<file path="src/rtl/muldiv_sequencer_if.sv">
// Request/result handshake and ALU drive bundle for the iterative mul/div sequencer.
interface muldiv_sequencer_if;
  logic        req_i;
  logic [1:0]  op_i;
  logic [63:0] opa_i;
  logic [63:0] opb_i;
  logic        abort_i;
  logic        ack_i;
  logic        busy_o;
  logic        valid_o;
  logic [63:0] result_o;
  logic [63:0] alu_inA_o;
  logic [63:0] alu_inB_o;
  logic        alu_cflag_o;
  logic        alu_sum_en_o;
  logic        alu_invB_en_o;
  logic        alu_and_en_o;
  logic        alu_xor_en_o;
  logic        alu_lsh_en_o;
  logic        alu_rsh_en_o;
  logic [63:0] alu_out_i;
  logic        alu_cflag_i;

  // Execute stage and shared ALU side.
  modport master (
    output req_i, op_i, opa_i, opb_i, abort_i, ack_i, alu_out_i, alu_cflag_i,
    input  busy_o, valid_o, result_o, alu_inA_o, alu_inB_o, alu_cflag_o, alu_sum_en_o,
           alu_invB_en_o, alu_and_en_o, alu_xor_en_o, alu_lsh_en_o, alu_rsh_en_o
  );

  // Sequencer side.
  modport slave (
    input  req_i, op_i, opa_i, opb_i, abort_i, ack_i, alu_out_i, alu_cflag_i,
    output busy_o, valid_o, result_o, alu_inA_o, alu_inB_o, alu_cflag_o, alu_sum_en_o,
           alu_invB_en_o, alu_and_en_o, alu_xor_en_o, alu_lsh_en_o, alu_rsh_en_o
  );
endinterface

</file>
<file path="src/rtl/muldiv_sequencer.sv">
// Iterative 64-bit unsigned multiply/divide controller borrowing the core's shared ALU.
// One bit per cycle for 64 cycles: shift-and-add multiply, restoring divide.
module muldiv_sequencer (
  input logic               clk_i,
  input logic               reset_i,
  muldiv_sequencer_if.slave bus
);

  localparam logic [1:0] StIdle = 2'd0;
  localparam logic [1:0] StRun  = 2'd1;
  localparam logic [1:0] StDone = 2'd2;

  localparam logic [1:0] OpDivu = 2'b01;
  localparam logic [1:0] OpRemu = 2'b10;

  logic [1:0]  state_q;
  logic [63:0] acc_q;
  logic [63:0] x_q;
  logic [63:0] y_q;
  logic [5:0]  cnt_q;
  logic [1:0]  op_q;
  logic [63:0] result_q;

  logic        is_div;
  logic        load_div;
  logic [63:0] shifted;
  logic        take;
  logic [63:0] acc_step;
  logic [63:0] x_step;
  logic [63:0] y_step;

  assign is_div   = (op_q == OpDivu) || (op_q == OpRemu);
  assign load_div = (bus.op_i == OpDivu) || (bus.op_i == OpRemu);
  // Partial remainder shifted left with the next dividend bit brought in.
  assign shifted  = {acc_q[62:0], y_q[63]};
  // acc[63] set means the real 65-bit partial remainder exceeds any divisor.
  assign take     = bus.alu_cflag_i | acc_q[63];

  // ALU operand/control drive; everything is zero outside RUN so the core can OR in its own.
  always_comb begin
    bus.alu_inA_o     = '0;
    bus.alu_inB_o     = '0;
    bus.alu_cflag_o   = 1'b0;
    bus.alu_sum_en_o  = 1'b0;
    bus.alu_invB_en_o = 1'b0;
    if (state_q == StRun) begin
      bus.alu_inB_o    = x_q;
      bus.alu_sum_en_o = 1'b1;
      if (is_div) begin
        bus.alu_inA_o     = shifted;
        bus.alu_invB_en_o = 1'b1;
        bus.alu_cflag_o   = 1'b1;
      end else begin
        bus.alu_inA_o = acc_q;
      end
    end
  end

  assign bus.alu_and_en_o = 1'b0;
  assign bus.alu_xor_en_o = 1'b0;
  assign bus.alu_lsh_en_o = 1'b0;
  assign bus.alu_rsh_en_o = 1'b0;

  // Next values of the datapath registers for one multiply or divide step.
  always_comb begin
    if (is_div) begin
      acc_step = take ? bus.alu_out_i : shifted;
      x_step   = x_q;
      y_step   = {y_q[62:0], take};
    end else begin
      acc_step = y_q[0] ? bus.alu_out_i : acc_q;
      x_step   = x_q << 1;
      y_step   = y_q >> 1;
    end
  end

  // Control FSM and datapath registers; abort overrides everything, ack beats req.
  always_ff @(posedge clk_i or posedge reset_i) begin
    if (reset_i) begin
      state_q  <= StIdle;
      acc_q    <= '0;
      x_q      <= '0;
      y_q      <= '0;
      cnt_q    <= '0;
      op_q     <= '0;
      result_q <= '0;
    end else if (bus.abort_i) begin
      state_q <= StIdle;
    end else begin
      case (state_q)
        StIdle: begin
          if (bus.req_i) begin
            acc_q   <= '0;
            x_q     <= load_div ? bus.opb_i : bus.opa_i;
            y_q     <= load_div ? bus.opa_i : bus.opb_i;
            cnt_q   <= 6'd63;
            op_q    <= bus.op_i;
            state_q <= StRun;
          end
        end
        StRun: begin
          acc_q <= acc_step;
          x_q   <= x_step;
          y_q   <= y_step;
          if (cnt_q == 6'd0) begin
            state_q  <= StDone;
            result_q <= (op_q == OpDivu) ? y_step : acc_step;
          end else begin
            cnt_q <= cnt_q - 6'd1;
          end
        end
        StDone: begin
          if (bus.ack_i) state_q <= StIdle;
        end
        default: state_q <= StIdle;
      endcase
    end
  end

  assign bus.busy_o   = (state_q != StIdle);
  assign bus.valid_o  = (state_q == StDone);
  assign bus.result_o = result_q;

endmodule

</file>
<file path="src/flat_wrapper.sv">
// flat-port wrapper written by rule: the top's interface ports become plain ports
module muldiv_sequencer_flat 
  (clk_i, reset_i, bus_req_i, bus_op_i, bus_opa_i, bus_opb_i, bus_abort_i, bus_ack_i, bus_alu_out_i, bus_alu_cflag_i, bus_busy_o, bus_valid_o, bus_result_o, bus_alu_inA_o, bus_alu_inB_o, bus_alu_cflag_o, bus_alu_sum_en_o, bus_alu_invB_en_o, bus_alu_and_en_o, bus_alu_xor_en_o, bus_alu_lsh_en_o, bus_alu_rsh_en_o);
  muldiv_sequencer_if bus_i ();
  input logic clk_i;
  input logic reset_i;
  input wire logic [$bits(bus_i.req_i)-1:0] bus_req_i;
  input wire logic [$bits(bus_i.op_i)-1:0] bus_op_i;
  input wire logic [$bits(bus_i.opa_i)-1:0] bus_opa_i;
  input wire logic [$bits(bus_i.opb_i)-1:0] bus_opb_i;
  input wire logic [$bits(bus_i.abort_i)-1:0] bus_abort_i;
  input wire logic [$bits(bus_i.ack_i)-1:0] bus_ack_i;
  input wire logic [$bits(bus_i.alu_out_i)-1:0] bus_alu_out_i;
  input wire logic [$bits(bus_i.alu_cflag_i)-1:0] bus_alu_cflag_i;
  output wire logic [$bits(bus_i.busy_o)-1:0] bus_busy_o;
  output wire logic [$bits(bus_i.valid_o)-1:0] bus_valid_o;
  output wire logic [$bits(bus_i.result_o)-1:0] bus_result_o;
  output wire logic [$bits(bus_i.alu_inA_o)-1:0] bus_alu_inA_o;
  output wire logic [$bits(bus_i.alu_inB_o)-1:0] bus_alu_inB_o;
  output wire logic [$bits(bus_i.alu_cflag_o)-1:0] bus_alu_cflag_o;
  output wire logic [$bits(bus_i.alu_sum_en_o)-1:0] bus_alu_sum_en_o;
  output wire logic [$bits(bus_i.alu_invB_en_o)-1:0] bus_alu_invB_en_o;
  output wire logic [$bits(bus_i.alu_and_en_o)-1:0] bus_alu_and_en_o;
  output wire logic [$bits(bus_i.alu_xor_en_o)-1:0] bus_alu_xor_en_o;
  output wire logic [$bits(bus_i.alu_lsh_en_o)-1:0] bus_alu_lsh_en_o;
  output wire logic [$bits(bus_i.alu_rsh_en_o)-1:0] bus_alu_rsh_en_o;
  assign bus_i.req_i = bus_req_i;
  assign bus_i.op_i = bus_op_i;
  assign bus_i.opa_i = bus_opa_i;
  assign bus_i.opb_i = bus_opb_i;
  assign bus_i.abort_i = bus_abort_i;
  assign bus_i.ack_i = bus_ack_i;
  assign bus_i.alu_out_i = bus_alu_out_i;
  assign bus_i.alu_cflag_i = bus_alu_cflag_i;
  assign bus_busy_o = bus_i.busy_o;
  assign bus_valid_o = bus_i.valid_o;
  assign bus_result_o = bus_i.result_o;
  assign bus_alu_inA_o = bus_i.alu_inA_o;
  assign bus_alu_inB_o = bus_i.alu_inB_o;
  assign bus_alu_cflag_o = bus_i.alu_cflag_o;
  assign bus_alu_sum_en_o = bus_i.alu_sum_en_o;
  assign bus_alu_invB_en_o = bus_i.alu_invB_en_o;
  assign bus_alu_and_en_o = bus_i.alu_and_en_o;
  assign bus_alu_xor_en_o = bus_i.alu_xor_en_o;
  assign bus_alu_lsh_en_o = bus_i.alu_lsh_en_o;
  assign bus_alu_rsh_en_o = bus_i.alu_rsh_en_o;
  muldiv_sequencer u_core (.clk_i(clk_i), .reset_i(reset_i), .bus(bus_i));
endmodule
</file>
<file path="config.mk">
export PLATFORM = sky130hd
export DESIGN_NAME = muldiv_sequencer_flat
export DESIGN_NICKNAME = d
export VERILOG_FILES = /design/src/rtl/muldiv_sequencer_if.sv /design/src/rtl/muldiv_sequencer.sv /design/src/flat_wrapper.sv
export SDC_FILE = /design/constraint.sdc
export NUM_CORES = 1
export LEC_CHECK = 0
export ABC_AREA = 1
export BUFFER_PORTS_ARGS = -buffer_cell sky130_fd_sc_hd__buf_2
export CAP_MARGIN = 15
export CORE_ASPECT_RATIO = 0.9
export CORE_MARGIN = 3
export CORE_UTILIZATION = 35
export DETAILED_ROUTE_END_ITERATION = 8
export GPL_ROUTABILITY_DRIVEN = 0
export RECOVER_POWER = 100
export SYNTH_ARGS = -nofsm -noshare
export SYNTH_HDL_FRONTEND = slang
export SYNTH_SLANG_ARGS = --single-unit
</file>
<file path="constraint.sdc">
create_clock -name clk_i -period 7.14 [get_ports clk_i]
set_clock_uncertainty 0.1 [all_clocks]
set_input_delay 0.357 -clock clk_i [delete_from_list [all_inputs] [get_ports clk_i]]
set_output_delay 0.357 -clock clk_i [all_outputs]
set_load 0.02 [all_outputs]
</file>
### After elaboration in Yosys (flattened, before gate mapping)

Index checks and enable logic that the tools add are counted.

| operators by class | value |
|---|---|
| add/subtract/negate cells | 1 |
| multipliers | 0 |
| divide/modulo/power cells | 0 |
| order comparisons | 0 |
| equal/unequal tests | 12 |
| shifts and indexed selects | 0 |
| muxes and demuxes | 28 |
| bitwise logic cells | 2 |
| reduce and logical (&&, ||, !) cells | 12 |

Operators by type and width:

| kind | count |
|---|---|
| 2-to-1 mux 64 bit | 14 |
| one-hot mux 64 bit (2 select lines) | 3 |
| 2-to-1 mux 6 bit | 2 |
| one-hot mux 6 bit (2 select lines) | 1 |
| AND reduction 3 bit | 4 |
| != test 3 bit, second input constant | 3 |
| 2-to-1 mux 2 bit | 4 |
| AND reduction 4 bit | 2 |
| == test 2 x 1 -> 1 bit, second input constant | 3 |
| == test 2 bit, second input constant | 3 |
| logical NOT 6 bit | 1 |
| != test 2 bit, second input constant | 3 |
| one-hot mux 2 bit (3 select lines) | 1 |
| subtractor 6 x 1 -> 6 bit, second input constant | 1 |
| nonzero test 2 bit | 2 |
| 2-to-1 mux 1 bit | 3 |
| logical NOT 2 bit | 1 |
| logical OR 1 bit | 2 |
| inverter 1 bit | 1 |
| OR 1 bit | 1 |

| storage, ports and cells | value |
|---|---|
| bits in registers | 266 |
| bits in latches | 0 |
| RAM bits | 0 |
| ROM bits | 0 |
| output and inout bits | 201 |
| memories | 0 |

### Logic depth before layout (Yosys ltp)

| logic depth | value |
|---|---|
| word-level depth | 5 |
| depth in mapped cells | 12 |
| gate-level depth less buffers | 10 |

### Least setup slack after synthesis

OpenSTA, ideal clock, no wires.

| timing | value |
|---|---|
| kind | flip-flop to output port |
| from | register u_core.op_q[0] |
| to | output bus_alu_inA_o[10] |
| arrival time | 1860 ps |
| setup slack | 4823 ps |
| stages on the path, launching flop included | 9 |
| path through | dfrtp_1 -> ha_1 -> buf_2 -> inv_2 -> buf_2 -> buf_2 -> clkbuf_1 -> o21ai_0 -> nor2_1 |

| on the way | value |
|---|---|
| cells in the longest elaborated chain, start to end | 4 |

Ends and longest elaborated chain:

| element | RTL line | RTL |
|---|---|---|
| start, declared | muldiv_sequencer.sv:21 | `logic [1:0] op_q;` |
| start signal, assigned | muldiv_sequencer.sv:97 | `op_q <= bus.op_i;` |
| == test 2 x 1 -> 1 bit or == test 2 bit (tied branches) | muldiv_sequencer.sv:32 | `assign is_div = (op_q == OpDivu) \|\| (op_q == OpRemu);` |
| logical OR 1 bit (*) | muldiv_sequencer.sv:32 |  |
| 2-to-1 mux 64 bit (*) | muldiv_sequencer.sv:49 | `if (is_div) begin` |
| 2-to-1 mux 64 bit (*) | muldiv_sequencer.sv:46 | `if (state_q == StRun) begin` |
| end, declared | flat_wrapper.sv:18 | `output wire logic [$bits(bus_i.alu_inA_o)-1:0] bus_alu_inA_o;` |

Mark *: on every way between the ends. The rest lies on a longest branch, timed or not.

### Final worst setup path

| timing | value |
|---|---|
| from | register u_core.op_q[0] |
| to | output bus_alu_inA_o[52] |

The elaborated chain is that of the path after synthesis.

==> results.yml <==
status:
  status: "finished, violations left"
  violations: "max-capacitance violations, max-slew violations"
routing:
  detail_route.iter0.violations: 1441
  postRouteAntennaNets: 0
  wire_per_inst_um: 16.23
  drc: 0
  dr.pass1.iters: 5
  viasPerCell: 4.803
  totalWireLength_um: 62970
  num_vias: 18634
grt:
  grt_pass1_vias: 17022
  grt_overflow: 0
  grt_pass1_wl_um: 96780
  track_usage_pct: 22.69
  antenna_found_initial: 4
  grt_max_degree: 137
timing:
  hold_viol: 0
  slew_headroom_pct: -184.8
  rsz0062_at_grt: "no"
  timing.final.max_slew_violations: 476
  worstMarginPinSlew_ns: 4.272
  tns_ns: 0
  period_needed_ns: 5.204
  finalCritPeriodShare_pct: 72.89
  setup_viol: 0
  fmax_mhz: 192.2
power_and_ir_drop:
  seq_power_share_pct: 30.2
  ir_worst_vdd_mv: 0.2163
  power.switching_mw: 3.332
  combPwrFrac_pct: 46.3
  p_clk_share_pct: 23.5
  swShare_pct: 45.82
  power.density_mw_per_mm2: 350.0
  internal_power_mw: 3.941
  leakage_nw: 11.70
logic_synthesis:
  synth_ff_type: "dfrtp_1"
  ys_types: 30
  synth_edf_count: 0
  synth_area_per_cell_um2: 6.117
  synth-seq-cells: 266
  synth_async_sr_flop_share_pct: 100.0
  ys_seq_area_share_pct: 37.19
  synthCells: 2926
  synth_area_mm2: 0.01790
  yosysWarnings: 0
cts:
  cts_made_buffers: 34
  cts-root-buf: "clkbuf_16"
  clk_path_buf_depth: 3
  cts.sinks: 266
  cts_tree: "built"
  clk-insertion-delay-late_ns: 0.53
  cts_resized: 0
  post-cts-setup-buffer-count: 0
  path_clk_slew_ns: 0.05
  htreeDepth: 2
placement:
  dp_hpwl_um: 43760
  place_inst: 3817
  portBuffers: 396
die:
  die_w_um: 244.4
  die-height_um: 220.5
  start_util_pct: 35.94
  rows: 77
  io_pins: 401
  coreArea_mm2: 0.04981
  die-area_mm2: 0.05390
cells_and_area:
  nets: 3388
  stdcell_count: 3880
  postLayoutCoreUtil_pct: 41.71
  drive_above_1_share_pct: 9.329
  syn_to_final_growth_pct: 16.08
setup_path:
  start_kind: "register"
  slowest_delay_ns: 1.55
  slowest_stage: "clkbuf_2"
  cp_cell_sequence: "ha_4, inv_6, clkbuf_2, o21ai_0, nor2_1, clkbuf_1"
  r2r-start: "u_core.state_q[0]"
  cp_data_arrival_time_ns: 4.75
  timing.rr.end: "u_core.x_q[38]"
  cp.required_ns: 6.68
  worstPathMaxFanout: 109
  worstSetupPathType: "register to output pin"
  cp-end-kind: "output pin"
  r2r_setup_slack_ns: 2.00
  r2r_cells: 8
min_path:
  hold_path_end: "u_core.x_q[0]"
  hold-path-cell-count: 3
  min_from: "bus_opb_i[0]"
  hold_class: "input port to register"
run:
  cap_viol_max_count: 6
## area by class of cell
class                           count  area, µm²
Timing Repair Buffer              415       1878
Clock inverter                      5      27.53
Clock buffer                       51       1059
Sequential cell                   266       6660
Fill cell                        5666      29030
Tap cell                          671      839.6
Inverter                          363       1375
Multi-Input combinational cell   2105       8929
Antenna cell                        4      10.01
## layer usage
layer / GRT usage, % / wire length [µm] / up-vias
li1: - / - / 9526
met1: 29.44 / 27120 / 8586
met2: 38.91 / 31140 / 435
met3: 3.223 / 2898 / 87
met4: 7.878 / 1811 / 0
met5: 0 / 0 / -
## power by group through the flow
stage	Clock [mW]	Combinational [mW]	Sequential, mW
2_1_floorplan	0	2.37	2.26
3_3_place_gp	0	3.44	2.21
3_5_place_dp	0	3.45	2.21
4_1_cts	1.76	3.47	2.19
5_1_grt	1.82	3.84	2.25
6_report	1.71	3.36	2.20
## cell usage in the layout, fill, tap and decap left out, types with 2 or more instances in the layout
master	instances
nor2_2	10
dlygate4sd3_1	3
clkinvlp_4	2
diode_2	4
nand3_1	149
ha_1	2
a21oi_1	175
nand2_2	2
dfrtp_1	265
a21oi_2	7
buf_4	12
nand2_1	936
clkbuf_2	2
clkinv_2	5
nor2_1	490
buf_2	203
clkbuf_8	8
o22ai_1	39
nand2_4	2
clkbuf_1	201
clkbuf_16	37
inv_1	357
o21ai_0	278
conb_1	4
## synth_stat cells (all sizes together) (3+ instances only)
library cell  count  area share, %
nor2            501             11
o22ai            39            1.4
ha                3           0.21
nand3           150            4.2
nand2           941             20
dfrtp           266             37
a21oi           182            5.5
buf             109            3.5
inv             363            7.6
o21ai           279            7.8
clkbuf           86            1.8
## registers in the layout, indices dropped and copies added, names as in the netlist
name / cells
u_core.x_q: 64
u_core.bus.result_o: 64
u_core.cnt_q: 6
u_core.y_q: 64
u_core.acc_q: 64
u_core.op_q: 2
u_core.state_q: 2
## per-stage QoR
stage / setup WS, ns / hold WS [ns] / instance area (µm²) / power (mW)
after global routing: 1.418 / 0.03163 / 20780 / 7.907
after global placement: 3.214 / 0.3616 / 20010 / 5.651
after floorplan: 3.172 / 0.3410 / 17910 / 4.630
after CTS: 2.778 / 0.01334 / 21120 / 7.412
after detailed placement: 3.116 / 0.3604 / 20010 / 5.661
final: 1.936 / 0.04602 / 20780 / 7.273
## repair_timing
item                                   4_1_cts  5_1_grt
hold buffers                                 3        0
endpoints found under the hold margin       32        0
setup endpoints to repair                    0        0
## kinds of logic after synthesis
logic type                 Yosys count  synth area share [%]
buffers and inverters              558                 12.93
adders and majority gates            3                0.2097
AOI/OAI and AO/OA                  503                 14.80
and+or+nand+nor                   1595                 34.85
DFF                                266                 37.19
other                                1               0.02095
## worst max-delay path: cells and delay by family, from the launching register on
family                   cells  cell delay, ns
buffers and inverters        3            2.51
AND/OR/NAND/NOR              1            0.19
flip-flops                   1            0.40
AO/OA/AOI/OAI                1            0.43
adder cells (fa/ha/maj)      1            0.50
## worst max-delay path by stage
stage,startpoint,to,slack (ns),cells past startpoint
floorplan,reset_i,u_core.acc_q[0],3.17,1
global placement,u_core.state_q[1],u_core.bus.result_o[14],3.21,8
detailed placement,u_core.state_q[1],u_core.bus.result_o[41],3.12,8
CTS,u_core.op_q[0],bus_alu_inA_o[55],2.78,7
global route,u_core.state_q[0],u_core.x_q[40],1.42,8
finish,u_core.op_q[0],bus_alu_inA_o[52],1.94,6
No activity file was read; power rests on OpenSTA's default activity.
